[src/rtl/inst_sequencer.sv]
`default_nettype none
// inst_sequencer: steps the attention core through QWR..DIV passes, one registered instruction word per cycle.
// Build option: define INST_SEQ_DIV_ACK_EN to end each divide wait on div_ack (with timeout) instead of a fixed count.
module inst_sequencer #(
    parameter int total_cycle     = 8,
    parameter int col             = 8,
    parameter int handshake_cycle = 10,
    parameter int gap_cycle       = 10
) (
    input  logic        clk,
    input  logic        reset,
    input  logic        start,
    input  logic        hold,
    input  logic        div_ack,
    output logic [18:0] inst,
    output logic        busy,
    output logic        done,
    output logic [3:0]  phase,
    output logic        div_timeout
);
    typedef enum logic [3:0] {
        S_IDLE  = 4'd0, S_QWR  = 4'd1, S_KWR = 4'd2, S_LOAD = 4'd3, S_EXEC = 4'd4,
        S_OFIFO = 4'd5, S_ACC  = 4'd6, S_DIV = 4'd7, S_WAIT = 4'd8, S_DONE = 4'd9
    } state_t;

    localparam logic [7:0] TC_LAST   = 8'(total_cycle - 1);
    localparam logic [7:0] COL_LAST  = 8'(col - 1);
    localparam logic [7:0] COL_N     = 8'(col);
    localparam logic [7:0] LOAD_LAST = 8'(col + 1);
    localparam logic [7:0] GAP_LAST  = 8'((gap_cycle > 0) ? gap_cycle - 1 : 0);
    localparam logic [7:0] HS_LAST   = 8'(handshake_cycle - 1);
    localparam logic [3:0] ROW_LAST  = 4'(total_cycle - 1);
    localparam bit         GAP_EN    = (gap_cycle > 0);

    state_t      state_q, state_d, pend_q, pend_d, wnext_q, wnext_d, w_nxt;
    logic [7:0]  cnt_q, cnt_d;
    logic [3:0]  row_q, row_d;
    logic        dwait_q, dwait_d, acked_q, acked_d, stall_q, stall_d;
    logic        spend_q, spend_d, tmo_q, tmo_d;
    logic [18:0] inst_q, w_inst_d;
    logic        busy_q, done_q;
    logic [3:0]  phase_q;
    logic        w_last, w_row_end, w_tmo_hit, w_ack_seen;

`ifdef INST_SEQ_DIV_ACK_EN
    assign w_row_end  = acked_q || (cnt_q == HS_LAST);
    assign w_tmo_hit  = (cnt_q == HS_LAST) && !acked_q && !div_ack;
    assign w_ack_seen = div_ack;
`else
    logic unused_div_ack;
    assign unused_div_ack = div_ack;
    assign w_row_end  = (cnt_q == HS_LAST);
    assign w_tmo_hit  = 1'b0;
    assign w_ack_seen = 1'b0;
`endif

    function automatic state_t after_phase(input state_t s);
        case (s)
            S_QWR:   after_phase = S_KWR;
            S_KWR:   after_phase = S_LOAD;
            S_LOAD:  after_phase = S_EXEC;
            S_EXEC:  after_phase = S_OFIFO;
            S_OFIFO: after_phase = S_ACC;
            S_ACC:   after_phase = S_DIV;
            S_DIV:   after_phase = S_DONE;
            default: after_phase = S_IDLE;
        endcase
    endfunction

    function automatic logic [18:0] decode(input state_t s, input logic [7:0] c,
                                           input logic [3:0] r, input logic dw);
        logic [18:0] w;
        w = '0;
        case (s)
            S_QWR:   begin w[4] = 1'b1; w[15:12] = c[3:0]; end
            S_KWR:   begin w[2] = 1'b1; w[15:12] = c[3:0]; end
            S_LOAD: begin
                w[6] = 1'b1;
                if (c >= 8'd1 && c <= COL_N) begin
                    w[3]     = 1'b1;
                    w[15:12] = 4'(c - 8'd1);
                end
            end
            S_EXEC:  begin w[7] = 1'b1; w[5] = 1'b1; w[15:12] = c[3:0]; end
            S_OFIFO: begin w[16] = 1'b1; w[0] = 1'b1; w[11:8] = c[3:0]; end
            S_ACC:   begin w[17] = 1'b1; w[1] = 1'b1; w[11:8] = c[3:0]; end
            S_DIV: begin
                w[18] = 1'b1;
                if (!dw) begin
                    w[1]    = 1'b1;
                    w[11:8] = r;
                end
            end
            default: w = '0;
        endcase
        return w;
    endfunction

    always_comb begin
        state_d = state_q;
        cnt_d   = cnt_q;
        row_d   = row_q;
        dwait_d = dwait_q;
        acked_d = acked_q;
        stall_d = stall_q;
        pend_d  = pend_q;
        wnext_d = wnext_q;
        spend_d = spend_q;
        tmo_d   = tmo_q;
        w_last  = 1'b0;
        w_nxt   = S_IDLE;

        if (stall_q) begin
            if (!hold) begin
                state_d = pend_q;
                stall_d = 1'b0;
                cnt_d   = '0;
                row_d   = '0;
                dwait_d = 1'b0;
                acked_d = 1'b0;
            end
        end else begin
            case (state_q)
                S_IDLE: begin
                    if (start || spend_q) begin
                        if (hold) begin
                            spend_d = 1'b1;
                        end else begin
                            state_d = S_QWR;
                            spend_d = 1'b0;
                            tmo_d   = 1'b0;
                            cnt_d   = '0;
                        end
                    end
                end
                S_QWR, S_EXEC, S_OFIFO, S_ACC: begin
                    w_last = (cnt_q == TC_LAST);
                    cnt_d  = cnt_q + 8'd1;
                end
                S_KWR:  begin w_last = (cnt_q == COL_LAST);  cnt_d = cnt_q + 8'd1; end
                S_LOAD: begin w_last = (cnt_q == LOAD_LAST); cnt_d = cnt_q + 8'd1; end
                S_WAIT: begin w_last = (cnt_q == GAP_LAST);  cnt_d = cnt_q + 8'd1; end
                S_DIV: begin
                    if (!dwait_q) begin
                        dwait_d = 1'b1;
                        cnt_d   = '0;
                        acked_d = 1'b0;
                    end else if (w_row_end) begin
                        if (w_tmo_hit) tmo_d = 1'b1;
                        if (row_q == ROW_LAST) begin
                            w_last = 1'b1;
                        end else begin
                            row_d   = row_q + 4'd1;
                            dwait_d = 1'b0;
                            cnt_d   = '0;
                        end
                    end else begin
                        cnt_d = cnt_q + 8'd1;
                        if (w_ack_seen) acked_d = 1'b1;
                    end
                end
                S_DONE: begin
                    state_d = S_IDLE;
                    cnt_d   = '0;
                end
                default: state_d = S_IDLE;
            endcase

            // Phase boundary: pick the successor, or park in a zero-inst stall while hold is high.
            if (w_last) begin
                if (state_q == S_WAIT) begin
                    w_nxt = wnext_q;
                end else if (GAP_EN && (state_q == S_LOAD || state_q == S_EXEC || state_q == S_ACC)) begin
                    w_nxt   = S_WAIT;
                    wnext_d = after_phase(state_q);
                end else begin
                    w_nxt = after_phase(state_q);
                end
                if (hold) begin
                    stall_d = 1'b1;
                    pend_d  = w_nxt;
                end else begin
                    state_d = w_nxt;
                    cnt_d   = '0;
                    row_d   = '0;
                    dwait_d = 1'b0;
                    acked_d = 1'b0;
                end
            end
        end
    end

    assign w_inst_d = stall_d ? 19'd0 : decode(state_d, cnt_d, row_d, dwait_d);

    always_ff @(posedge clk or negedge reset) begin
        if (!reset) begin
            state_q <= S_IDLE;
            pend_q  <= S_IDLE;
            wnext_q <= S_IDLE;
            cnt_q   <= '0;
            row_q   <= '0;
            dwait_q <= 1'b0;
            acked_q <= 1'b0;
            stall_q <= 1'b0;
            spend_q <= 1'b0;
            tmo_q   <= 1'b0;
            inst_q  <= '0;
            busy_q  <= 1'b0;
            done_q  <= 1'b0;
            phase_q <= '0;
        end else begin
            state_q <= state_d;
            pend_q  <= pend_d;
            wnext_q <= wnext_d;
            cnt_q   <= cnt_d;
            row_q   <= row_d;
            dwait_q <= dwait_d;
            acked_q <= acked_d;
            stall_q <= stall_d;
            spend_q <= spend_d;
            tmo_q   <= tmo_d;
            inst_q  <= w_inst_d;
            busy_q  <= (state_d != S_IDLE);
            done_q  <= (state_d == S_DONE) && !stall_d;
            phase_q <= state_d;
        end
    end

    assign inst        = inst_q;
    assign busy        = busy_q;
    assign done        = done_q;
    assign phase       = phase_q;
    assign div_timeout = tmo_q;
endmodule
`default_nettype wire

[config.mk]
export PLATFORM = sky130hd
export DESIGN_NAME = inst_sequencer
export DESIGN_NICKNAME = d
export VERILOG_FILES = /design/src/rtl/inst_sequencer.sv
export SDC_FILE = /design/constraint.sdc
export NUM_CORES = 1
export LEC_CHECK = 0
export BUFFER_PORTS_ARGS = -buffer_cell sky130_fd_sc_hd__buf_4
export CORE_MARGIN = 3
export CORE_UTILIZATION = 55
export CTS_CLUSTER_DIAMETER = 30
export CTS_CLUSTER_SIZE = 20
export DETAILED_ROUTE_END_ITERATION = 16
export PLACE_DENSITY = 0.83
export SLEW_MARGIN = 25
export SYNTH_ARGS = -nofsm -noshare
export SYNTH_HDL_FRONTEND = slang
export SYNTH_SLANG_ARGS = --single-unit
[constraint.sdc]
create_clock -name clk -period 8.65 [get_ports clk]
set_clock_uncertainty 0.1 [all_clocks]
set_input_delay 1.73 -clock clk [delete_from_list [all_inputs] [get_ports clk]]
set_output_delay 1.73 -clock clk [all_outputs]
set_load 0.01 [all_outputs]
==> PnR_summary.wiki <==
{| class="wikitable"
! Metric !! Value
|-
| Result of the run || finished clean
|-
| Routed via count || 2414
|-
| Chip Width || 77.4 um
|-
| Synthesized flop and latch total || 46
|-
| Overflow left after global routing || 0
|-
| Final GP Congestion || 0.870
|-
| Ys async rst share || 100%
|-
| Number of hold violations in the final report || 0
|-
| Count of buffers from port buffering || 28
|-
| CORE AREA || 4820 sq um
|-
| Gate count after technology mapping || 306
|-
| Share of synthesized area occupied by flip-flops and latches || 41.1%
|-
| # Max-Cap Violations || 0
|-
| Skew-Pair Late Insertion Delay || 0.30 ns
|-
| Leakage power total || 0.00139 uW
|-
| Number of I/O pins || 31
|-
| IR Drop Worst-Case VDD || 0.241 mV
|-
| Capture point of the worst reg-to-reg path || inst[15]$_DFF_PN0_
|-
| Post-DR wirelength/cell || 15.9 um
|-
| Aggregate negative setup slack || 0 ns
|-
| Avg Synthesized Cell Area || 9.16 sq um
|-
| Remaining antenna violation count after routing || 0
|-
| Required time at the worst-slack endpoint || 8.76 ns
|-
| Commonest cells after routing, fill and taps aside || sky130_fd_sc_hd__dfrtp_1, sky130_fd_sc_hd__nor2_1, sky130_fd_sc_hd__buf_4, sky130_fd_sc_hd__nand2_1, sky130_fd_sc_hd__a21oi_1
|-
| Most common library cell in the layout ignoring fill and taps || sky130_fd_sc_hd__dfrtp_1
|-
| Critical path arrival || 4.29 ns
|-
| Clock-pin slew of the registers on the worst-case setup and hold paths || 0.09 ns
|-
| Maximum clock insertion buffer count || 2
|-
| WHS Path Cells || 1
|-
| Register-to-register setup slack || 4.48 ns
|-
| Fmax || 239 MHz
|-
| Count of unique library cells instantiated by Yosys || 71
|-
| Post-route fraction of the period consumed by the critical path || 48.4%
|-
| Die height || 77.4 um
|-
| Number of failing setup endpoints in the final timing report || 0
|-
| Global-route wire length before repair || 10400 um
|-
| Number of placement rows || 25
|-
| Proportion of layout cells with a drive suffix above 1 || 16.8%
|-
| Slew headroom || 42.6%
|-
| Post-synth top flop || sky130_fd_sc_hd__dfrtp_1
|-
| Crit-path max FO || 17
|-
| Startpoint of the most critical hold path || wnext_q[2]$_DFFE_PN0P_
|-
| # H-tree levels || 2
|-
| Overall Power || 1020 uW
|-
| Summed instance area of the synthesized netlist || 2800 sq um
|-
| Number of nets in the layout || 332
|-
| Critical path capture point type || flop
|-
| Global routing usage summed across all routing layers || 21.3%
|-
| Number of antenna violations at the first check in global routing || 0
|-
| Number of cells upsized or downsized after cts || 0
|-
| Path type of the worst min-delay path || flop to flop
|-
| Class of the most critical setup path || input pin to flop
|-
| Number of flops mapped to enable cells by yosys || 0
|-
| Num Clock Sinks || 46
|-
| Setup repair after global routing missed its margin || false
|-
| Via count of the first global-routing pass || 2217
|-
| Average vias per placed instance || 6.21
|-
| Count of TritonRoute iterations in the first routing pass || 5
|-
| Drt drc || 0
|-
| Diode count || 0
|-
| Slew of the pin with the lowest slew margin || 0.861 ns
|-
| Startpoint Class || input pin
|-
| Cts bufs inserted || 5
|-
| CTS tree || done
|-
| Detailed placement HPWL || 4430 um
|-
| Largest net degree at the start of global routing || 47
|-
| Power per standard cell area || 328 nW/um^2
|-
| Relative area change from synthesis to final layout || 10.9%
|-
| Worst Hold Path EP || wnext_q[2]$_DFFE_PN0P_
|-
| Violation count after the first detailed-routing iteration || 197
|-
| Area enclosed by the die boundary || 5990 sq um
|-
| Post-CTS setup buffer count || 0
|-
| Initial core utilization || 58.2%
|-
| Time the final worst path needs with I/O delays and setup || 4.18 ns
|-
| Depth of the most critical reg-to-reg path || 12
|-
| Final wirelength || 6200 um
|-
| Warnings from Yosys || 0
|-
| Root Driver || sky130_fd_sc_hd__clkbuf_8
|-
| Number of nets produced by synthesis || 317
|-
| Final max-slew violation count || 0
|-
| Launching point of the worst reg2reg path || cnt_q[4]$_DFF_PN0_
|-
| CTS Hold Buffers Added || 0
|}
kinds of logic (layout without fill, tap and decap cells):
kind of cell	after synthesis	after routing	share of synthesized area, %
AO/OA/AOI/OAI	81	81	22.1
XOR/XNOR	2	2	0.625
adder cells (fa/ha/maj)	6	6	2.68
buffers and inverters	33	49	5.00
flip-flops	46	46	41.1
multiplexers	9	9	3.39
other	1	1	0.134
AND/OR/NAND/NOR	128	128	25.0
critical path, stage by stage:
cell	delay, ns
sky130_fd_sc_hd__buf_4	0.19
sky130_fd_sc_hd__o21bai_1	0.23
sky130_fd_sc_hd__a211oi_1	0.26
sky130_fd_sc_hd__nand2_1	0.16
sky130_fd_sc_hd__a22oi_1	0.21
sky130_fd_sc_hd__nor2_1	0.12
sky130_fd_sc_hd__inv_1	0.13
sky130_fd_sc_hd__ha_1	0.16
sky130_fd_sc_hd__nand2_1	0.05
sky130_fd_sc_hd__o21ai_0	0.13
sky130_fd_sc_hd__nand3_1	0.17
sky130_fd_sc_hd__a311oi_4	0.42
sky130_fd_sc_hd__nand4_1	0.12
sky130_fd_sc_hd__o22ai_1	0.19
worst max-delay path by stage:
stage / end / slack (ns) / cells after the start / startpoint
after floorplan: inst[15]$_DFF_PN0_ / 4.57 / 14 / hold
after CTS: inst[15]$_DFF_PN0_ / 4.47 / 14 / hold
after global placement: inst[15]$_DFF_PN0_ / 4.25 / 14 / hold
after detailed placement: inst[15]$_DFF_PN0_ / 4.17 / 14 / hold
after global routing: inst[15]$_DFF_PN0_ / 4.14 / 14 / hold
final: inst[15]$_DFF_PN0_ / 4.47 / 14 / hold
metal layers:
layer  vias up  global-route usage (%)  share of wire [%]
met1      1179                    29.3                 45
met4         0                    6.58                1.5
met3         8                    4.18                6.1
li1       1150                       -                  -
met5         -                       0                  0
met2        77                    34.2                 48
Yosys cell counts, types with 2 or more instances:
cell,count,area [sq um]
sky130_fd_sc_hd__dfrtp_1,46,1150
sky130_fd_sc_hd__nor2_1,33,124
sky130_fd_sc_hd__nand2_1,24,90.1
sky130_fd_sc_hd__a21oi_1,21,105
sky130_fd_sc_hd__clkbuf_1,12,45.0
sky130_fd_sc_hd__inv_1,11,41.3
sky130_fd_sc_hd__nor3_1,11,55.1
sky130_fd_sc_hd__nand2b_1,10,62.6
sky130_fd_sc_hd__nand3_1,9,45.0
sky130_fd_sc_hd__a22oi_1,8,60.1
sky130_fd_sc_hd__o21ai_0,7,35.0
sky130_fd_sc_hd__ha_1,6,75.1
sky130_fd_sc_hd__a31oi_1,5,31.3
sky130_fd_sc_hd__mux2i_1,5,50.1
sky130_fd_sc_hd__nand4_1,5,31.3
sky130_fd_sc_hd__or3_1,5,31.3
sky130_fd_sc_hd__a21o_1,4,30.0
sky130_fd_sc_hd__buf_4,4,30.0
sky130_fd_sc_hd__nand3b_1,4,30.0
sky130_fd_sc_hd__a211oi_1,3,22.5
sky130_fd_sc_hd__a22o_1,3,26.3
sky130_fd_sc_hd__and2_1,3,18.8
sky130_fd_sc_hd__buf_1,3,11.3
sky130_fd_sc_hd__mux2_2,3,33.8
sky130_fd_sc_hd__nand4b_1,3,26.3
sky130_fd_sc_hd__o211ai_1,3,22.5
sky130_fd_sc_hd__o21a_1,3,22.5
sky130_fd_sc_hd__or4_1,3,22.5
sky130_fd_sc_hd__and4_1,2,17.5
sky130_fd_sc_hd__nor4_1,2,12.5
sky130_fd_sc_hd__o21ai_1,2,10.0
sky130_fd_sc_hd__o22ai_1,2,12.5
sky130_fd_sc_hd__o41ai_1,2,17.5
sky130_fd_sc_hd__or2_2,2,12.5
flip-flops by register name, summed over array words and instances (netlist names):
name / flops
spend_q: 1
dwait_q: 1
busy: 1
cnt_q: 8
pend_q: 4
phase: 4
done: 1
wnext_q: 4
inst: 17
row_q: 4
stall_q: 1
per-stage QoR:
step | instance area [sq um] | std cells | util, % | worst slack (ns) | hold slack, ns
after floorplan | 2800 | 306 | - | 4.57 | 0.326
after global placement | 3000 | 381 | 62.4 | 4.25 | 0.348
after detailed placement | 3010 | 381 | 62.5 | 4.17 | 0.352
after CTS | 3110 | 389 | 64.5 | 4.47 | 0.373
after global routing | 3110 | 389 | 64.5 | 4.14 | 0.391
final | 3110 | 389 | 64.5 | 4.47 | 0.374
layout make-up:
type | instances | area (sq um)
clock inverter | 3 | 25.0
fill | 430 | 1710
tap | 67 | 83.8
clock buffer | 5 | 68.8
inverter | 13 | 48.8
timing repair buffer | 28 | 210
sequential | 46 | 1150
multi-input combinational | 227 | 1520
power by group:
part	internal, uW	switching, uW	total (uW)
sequential	276	69.5	346
combinational	214	325	539
clock	58.4	76.6	135
total	549	471	1020
Power figures use the tool's default switching activity.
